<file path="src/rtl/ascon_permutation_core.sv">
// ---------------------------------------------------------------------------
// ascon_permutation_core
//   Iterative Ascon-p[r] permutation engine. UNROLL rounds are evaluated per
//   clock by a chain of round stages; the final clock of a request may run
//   fewer than UNROLL rounds because a stage whose round index has reached
//   MAX_ROUNDS passes its input through unchanged.
//
//   Ports
//     clk_i        clock, rising edge
//     rst_ni       asynchronous reset, active low
//     start_i      request, taken when start_i & ready_o
//     rounds_i     round count r for the request (legal 1..12)
//     state_i      input state, word 0 = S0 ... word 4 = S4
//     abort_i      synchronous abort back to IDLE (highest priority)
//     ready_o      a request can be taken this cycle
//     busy_o       permutation in progress
//     out_valid_o  state_o holds a finished permutation
//     out_ready_i  consumer takes the result on out_valid_o & out_ready_i
//     state_o      result state (always the state register)
//     err_o        one-cycle pulse after an illegal rounds_i was rejected
// ---------------------------------------------------------------------------

// One Ascon round: constant addition, S-box layer, linear diffusion.
// idx_i is the absolute round index; at 12 or above the stage is a wire.
module ascon_round_stage (
    input  logic [4:0][63:0] s_i,
    input  logic [4:0]       idx_i,
    output logic [4:0][63:0] s_o
);
    function automatic logic [63:0] ror(input logic [63:0] v, input int n);
        return (v >> n) | (v << (64 - n));
    endfunction

    logic [7:0]  rc;
    logic [63:0] x0, x1, x2, x3, x4;
    logic [63:0] t0, t1, t2, t3, t4;
    logic [63:0] l0, l1, l2, l3, l4;

    always_comb begin
        rc = {4'hF - idx_i[3:0], idx_i[3:0]};

        x0 = s_i[0];
        x1 = s_i[1];
        x2 = s_i[2] ^ {56'd0, rc};
        x3 = s_i[3];
        x4 = s_i[4];

        // Bit-sliced form of the 5-bit S-box (S0 is the column MSB).
        x0 = x0 ^ x4;
        x4 = x4 ^ x3;
        x2 = x2 ^ x1;
        t0 = ~x0 & x1;
        t1 = ~x1 & x2;
        t2 = ~x2 & x3;
        t3 = ~x3 & x4;
        t4 = ~x4 & x0;
        x0 = x0 ^ t1;
        x1 = x1 ^ t2;
        x2 = x2 ^ t3;
        x3 = x3 ^ t4;
        x4 = x4 ^ t0;
        x1 = x1 ^ x0;
        x0 = x0 ^ x4;
        x3 = x3 ^ x2;
        x2 = ~x2;

        l0 = x0 ^ ror(x0, 19) ^ ror(x0, 28);
        l1 = x1 ^ ror(x1, 61) ^ ror(x1, 39);
        l2 = x2 ^ ror(x2, 1)  ^ ror(x2, 6);
        l3 = x3 ^ ror(x3, 10) ^ ror(x3, 17);
        l4 = x4 ^ ror(x4, 7)  ^ ror(x4, 41);

        s_o = (idx_i < 5'd12) ? {l4, l3, l2, l1, l0} : s_i;
    end
endmodule

module ascon_permutation_core #(
    parameter int UNROLL     = 1,
    parameter int MAX_ROUNDS = 12
) (
    input  logic             clk_i,
    input  logic             rst_ni,
    input  logic             start_i,
    input  logic [3:0]       rounds_i,
    input  logic [4:0][63:0] state_i,
    input  logic             abort_i,
    output logic             ready_o,
    output logic             busy_o,
    output logic             out_valid_o,
    input  logic             out_ready_i,
    output logic [4:0][63:0] state_o,
    output logic             err_o
);
    if (UNROLL != 1 && UNROLL != 2 && UNROLL != 3 && UNROLL != 4 && UNROLL != 6) begin : g_bad_unroll
        $error("ascon_permutation_core: UNROLL must be 1, 2, 3, 4 or 6");
    end

    localparam logic [3:0] LAST_IDX = 4'(MAX_ROUNDS);

    typedef enum logic [1:0] {IDLE, RUN, DONE} fsm_e;

    fsm_e             fsm_q, fsm_d;
    logic [4:0][63:0] state_q, state_d;
    logic [3:0]       rnd_q, rnd_d;
    logic             err_q, err_d;

    // Round stage chain; stage k works on absolute round index rnd_q + k.
    logic [UNROLL:0][4:0][63:0] chain;
    assign chain[0] = state_q;

    for (genvar k = 0; k < UNROLL; k++) begin : g_stage
        ascon_round_stage u_stage (
            .s_i   (chain[k]),
            .idx_i ({1'b0, rnd_q} + 5'(k)),
            .s_o   (chain[k+1])
        );
    end

    logic [4:0] rnd_sum;
    logic [3:0] rnd_nx;
    logic       legal;

    always_comb begin
        rnd_sum = {1'b0, rnd_q} + 5'(UNROLL);
        rnd_nx  = (rnd_sum >= {1'b0, LAST_IDX}) ? LAST_IDX : rnd_sum[3:0];
        legal   = (rounds_i != 4'd0) && (rounds_i <= LAST_IDX);
        ready_o = ~abort_i & ((fsm_q == IDLE) | ((fsm_q == DONE) & out_ready_i));

        fsm_d   = fsm_q;
        state_d = state_q;
        rnd_d   = rnd_q;
        err_d   = 1'b0;

        if (abort_i) begin
            fsm_d = IDLE;
        end else begin
            case (fsm_q)
                RUN: begin
                    state_d = chain[UNROLL];
                    rnd_d   = rnd_nx;
                    if (rnd_nx == LAST_IDX) fsm_d = DONE;
                end
                DONE: begin
                    if (out_ready_i) fsm_d = IDLE;
                end
                default: ;
            endcase

            // ready_o already covers "IDLE, or DONE being consumed".
            if (start_i && ready_o) begin
                if (legal) begin
                    state_d = state_i;
                    rnd_d   = LAST_IDX - rounds_i;
                    fsm_d   = RUN;
                end else begin
                    err_d = 1'b1;
                end
            end
        end
    end

    always_ff @(posedge clk_i or negedge rst_ni) begin
        if (!rst_ni) begin
            fsm_q   <= IDLE;
            state_q <= '0;
            rnd_q   <= '0;
            err_q   <= 1'b0;
        end else begin
            fsm_q   <= fsm_d;
            state_q <= state_d;
            rnd_q   <= rnd_d;
            err_q   <= err_d;
        end
    end

    assign busy_o      = (fsm_q == RUN);
    assign out_valid_o = (fsm_q == DONE);
    assign state_o     = state_q;
    assign err_o       = err_q;
endmodule

</file>
<file path="config.mk">
export PLATFORM = sky130hd
export DESIGN_NAME = ascon_permutation_core
export DESIGN_NICKNAME = d
export VERILOG_FILES = /design/src/rtl/ascon_permutation_core.sv
export SDC_FILE = /design/constraint.sdc
export NUM_CORES = 2
export LEC_CHECK = 0
export CAP_MARGIN = 10
export CORE_ASPECT_RATIO = 0.9
export CORE_UTILIZATION = 30
export CTS_CLUSTER_SIZE = 20
export DETAILED_ROUTE_END_ITERATION = 6
export PLACE_DENSITY = 0.63
export SYNTH_ARGS = -nofsm -noshare
export SYNTH_HDL_FRONTEND = slang
export SYNTH_SLANG_ARGS = --single-unit
</file>
<file path="constraint.sdc">
create_clock -name clk_i -period 2.6 [get_ports clk_i]
set_clock_uncertainty 0.15 [all_clocks]
set_input_delay 0.39 -clock clk_i [delete_from_list [all_inputs] [get_ports clk_i]]
set_output_delay 0.39 -clock clk_i [all_outputs]
set_load 0.005 [all_outputs]
</file>
==> impl_metrics.yaml <==
critical_path:
  path_class: "flip-flop to flip-flop"
  crit_top_cell: "xnor2_1"
  cp_slowest_stage_delay_ps: 540
  worst-endpoint-required_ps: 2910
  path_buf_inv: 2
  critPathTopFamily: "XOR/XNOR gates"
  cp_cell_sequence: "inv_1 > ha_1 > xnor2_1 > xnor2_1 > buf_4 > xor2_1 > xnor2_1 > o21ai_0"
  critPathLaunchType: "flip-flop"
  worstPathArrival_ps: 2890
  cpMaxStageDelayCell: "dfrtp_1"
  cp_max_fo: 7
  crit_path_end_kind: "flip-flop"
drt:
  m1WireLength_microns: 66700
  num_vias: 30314
  vias_per_cell: 5.35
  wl_per_cell_microns: 29.3
  drt_iter0_markers: 3673
  ant_nets: 0
  dr_wl_met3_microns: 15800
  route.detailed.drc: 2
  drt-total-wl_microns: 166000
  dr.pass1.iters: 7
  top_layer: "met5"
  wl_met2_microns: 73700
logic_synthesis:
  syn_avg_cell_area_sq_um: 8.97
  synthCells: 3106
  synth_edf_count: 0
  synth_nets: 3569
  synthDistinctLibCells: 32
  netlist_area_sq_mm: 0.0278
  ys_warn_count: 0
  async_reset_ff_share_pct: 100
  ys_seq_area_share_pct: 29.4
  ys_ff_latch: 327
  synth-main-ff-cell: "dfrtp_1"
floorplan:
  rows: 105
  initial_core_util_pct: 30.4
  die_area_sq_mm: 0.0941
  die_x_microns: 323
  design.core.area_sq_mm: 0.0916
  io_pins: 653
  dieHeight_microns: 291
clocking:
  path_clk_slew_ps: 60
  cts_tree: "yes"
  cts_root_buf: "clkbuf_16"
  clock_latency_ps: 620
  cts_max_path_buffers: 3
  htreeDepth: 2
  cts_buffers: 43
  cts_num_sinks: 327
placed_design:
  placed_area_sq_mm: 0.0412
  gp_congestion: 1.11
  pre_cts_ws_ps: -461
  dpl.hpwl_microns: 140000
  io_buffer_count: 652
flow_run:
  cap_violations: 0
timing:
  slew_headroom_pct: 37.7
  layout_min_cycle_time_ps: 2590
  drv_slew: 0
  fmax_ghz: 0.387
  finalCritPeriodShare_pct: 99.4
  setup_violations: 0
  tightestPinTransition_ps: 928
  fin_ws_ps: 14.9
  hold_viol_final: 0
  rsz0062_at_grt: "yes"
status:
  violations: "design-rule violations"
  outcome: "complete, but fails checks"
final_layout:
  syn_to_final_growth_pct: 54.4
  multi_input_area_sq_mm: 0.0188
  fill_cells: 8864
  postLayoutCellArea_sq_mm: 0.0430
  final-seq-area_sq_mm: 0.00819
  final_nets: 4868
  drive_above_1_share_pct: 18.9
hold_path:
  worstHoldPathType: "input pin to asynchronous set/reset pin"
global_route:
  antenna_found_initial: 4
  grt_pass1_vias: 29565
  grt_max_degree: 74
  grt_pass1_wl_microns: 227000
  grt_use_total_pct: 34.4
  grt_overflow: 0
## layer usage
layer  GRT usage, %  vias up
li1               -    13125
met1           44.9    15120
met2           53.3     1712
met3           7.12      353
met4           18.0        4
met5              0        -
## area by class of cell
class                           instances  area share [%]
Antenna cell                            2          0.0116
Clock inverter                         28           0.908
Inverter                              146            1.27
Timing Repair Buffer                 1376            28.7
Sequential cell                       327            19.0
Clock buffer                           51            2.72
Multi-Input combinational cell       2511            43.8
Tap cell                             1230            3.58
## synthesized netlist by cell type, types with 11 or more instances
library cell,n,share of area (%)
a21o_1,74,2.0
a21oi_1,63,1.1
a22o_1,71,2.2
a22oi_1,251,6.8
buf_1,17,0.23
buf_2,11,0.20
clkbuf_1,88,1.2
dfrtp_1,327,29
ha_1,134,6.0
inv_1,146,2.0
maj3_1,12,0.43
mux2i_1,11,0.40
nand2_1,283,3.8
nand3_1,100,1.8
nor2_1,77,1.0
o21ai_0,256,4.6
or3_1,51,1.1
xnor2_1,823,26
xor2_1,289,9.1
## registers in the layout, summed over array words and instances (netlist names)
register  flops
state_o     320
fsm_q         2
err_o         1
rnd_q         4
## kinds of logic (layout without fill, tap and decap cells)
family | Yosys count | count (layout) | synth area share (%)
xor+xnor | 1112 | 1112 | 35.0
buf+inv | 268 | 1601 | 3.82
other cells | 0 | 2 | 0
mux | 11 | 11 | 0.395
simple gates | 521 | 521 | 8.07
fa+ha+maj | 146 | 146 | 6.45
compound gates | 721 | 721 | 16.9
flops | 327 | 327 | 29.4
## metrics by stage
step / TNS, ps / hold slack [ps] / cells / utilization [%]
2_1_floorplan: 0 / -55.6 / 3106 / -
3_3_place_gp: -95410 / 137 / 5585 / 45.0
3_5_place_dp: -99600 / 134 / 5585 / 45.0
4_1_cts: 0 / 76.4 / 5669 / 46.8
5_1_grt: -15.2 / 104 / 5669 / 46.9
6_report: 0 / 87.9 / 5671 / 47.0
## repair_timing
action,in CTS,in global routing
hold buffers,1,0
endpoints found under the setup margin,24,28
pin swaps,1,1
gates resized for setup,7,23
endpoints found under the hold margin,327,0
buffers inserted,4,0
## layout by cell type (no fill, tap or decap), types with 2 or more instances in the layout
cell type        instances
mux2i_1                 11
o21ai_0                256
nand3_1                100
dfrtp_1                325
bufinv_16                8
clkdlybuf4s50_1        649
buf_12                  29
and3_1                   2
a22oi_2                  2
buf_4                  693
xnor2_1                804
nor2b_1                  2
nand2_1                283
inv_1                  146
xor2_2                   4
a21o_1                  73
or3_1                   50
ha_1                   133
clkbuf_8                 4
clkinv_2                 7
dfrtp_2                  2
clkbuf_1                 3
xor2_1                 285
and3b_1                  2
nor2_1                  76
a21oi_2                  2
diode_2                  2
maj3_1                  12
inv_6                    7
xnor2_2                 19
a22o_1                  71
clkbuf_16               44
a22oi_1                249
clkinvlp_4               5
a21oi_1                 62
## path summary, 6_finish.rpt
path,from,endpoint,slack [ps],depth (start not counted)
setup / recovery,state_o[244]$_DFFE_PN0N_,state_o[33]$_DFFE_PN0N_,10,8
hold / removal,rst_ni,state_o[290]$_DFFE_PN0N_,90,2
setup reg to reg,state_o[244]$_DFFE_PN0N_,state_o[33]$_DFFE_PN0N_,10,8
hold reg to reg,state_o[128]$_DFFE_PN0N_,state_o[128]$_DFFE_PN0N_,390,2
max in group asynchronous,rst_ni,rnd_q[3]$_DFFE_PN0N_,1350,3
min in group clk_i,state_i[230],state_o[230]$_DFFE_PN0N_,250,3
Power is not shown: default switching activity piles up to over one toggle a cycle in this logic, so the estimate is an artifact.
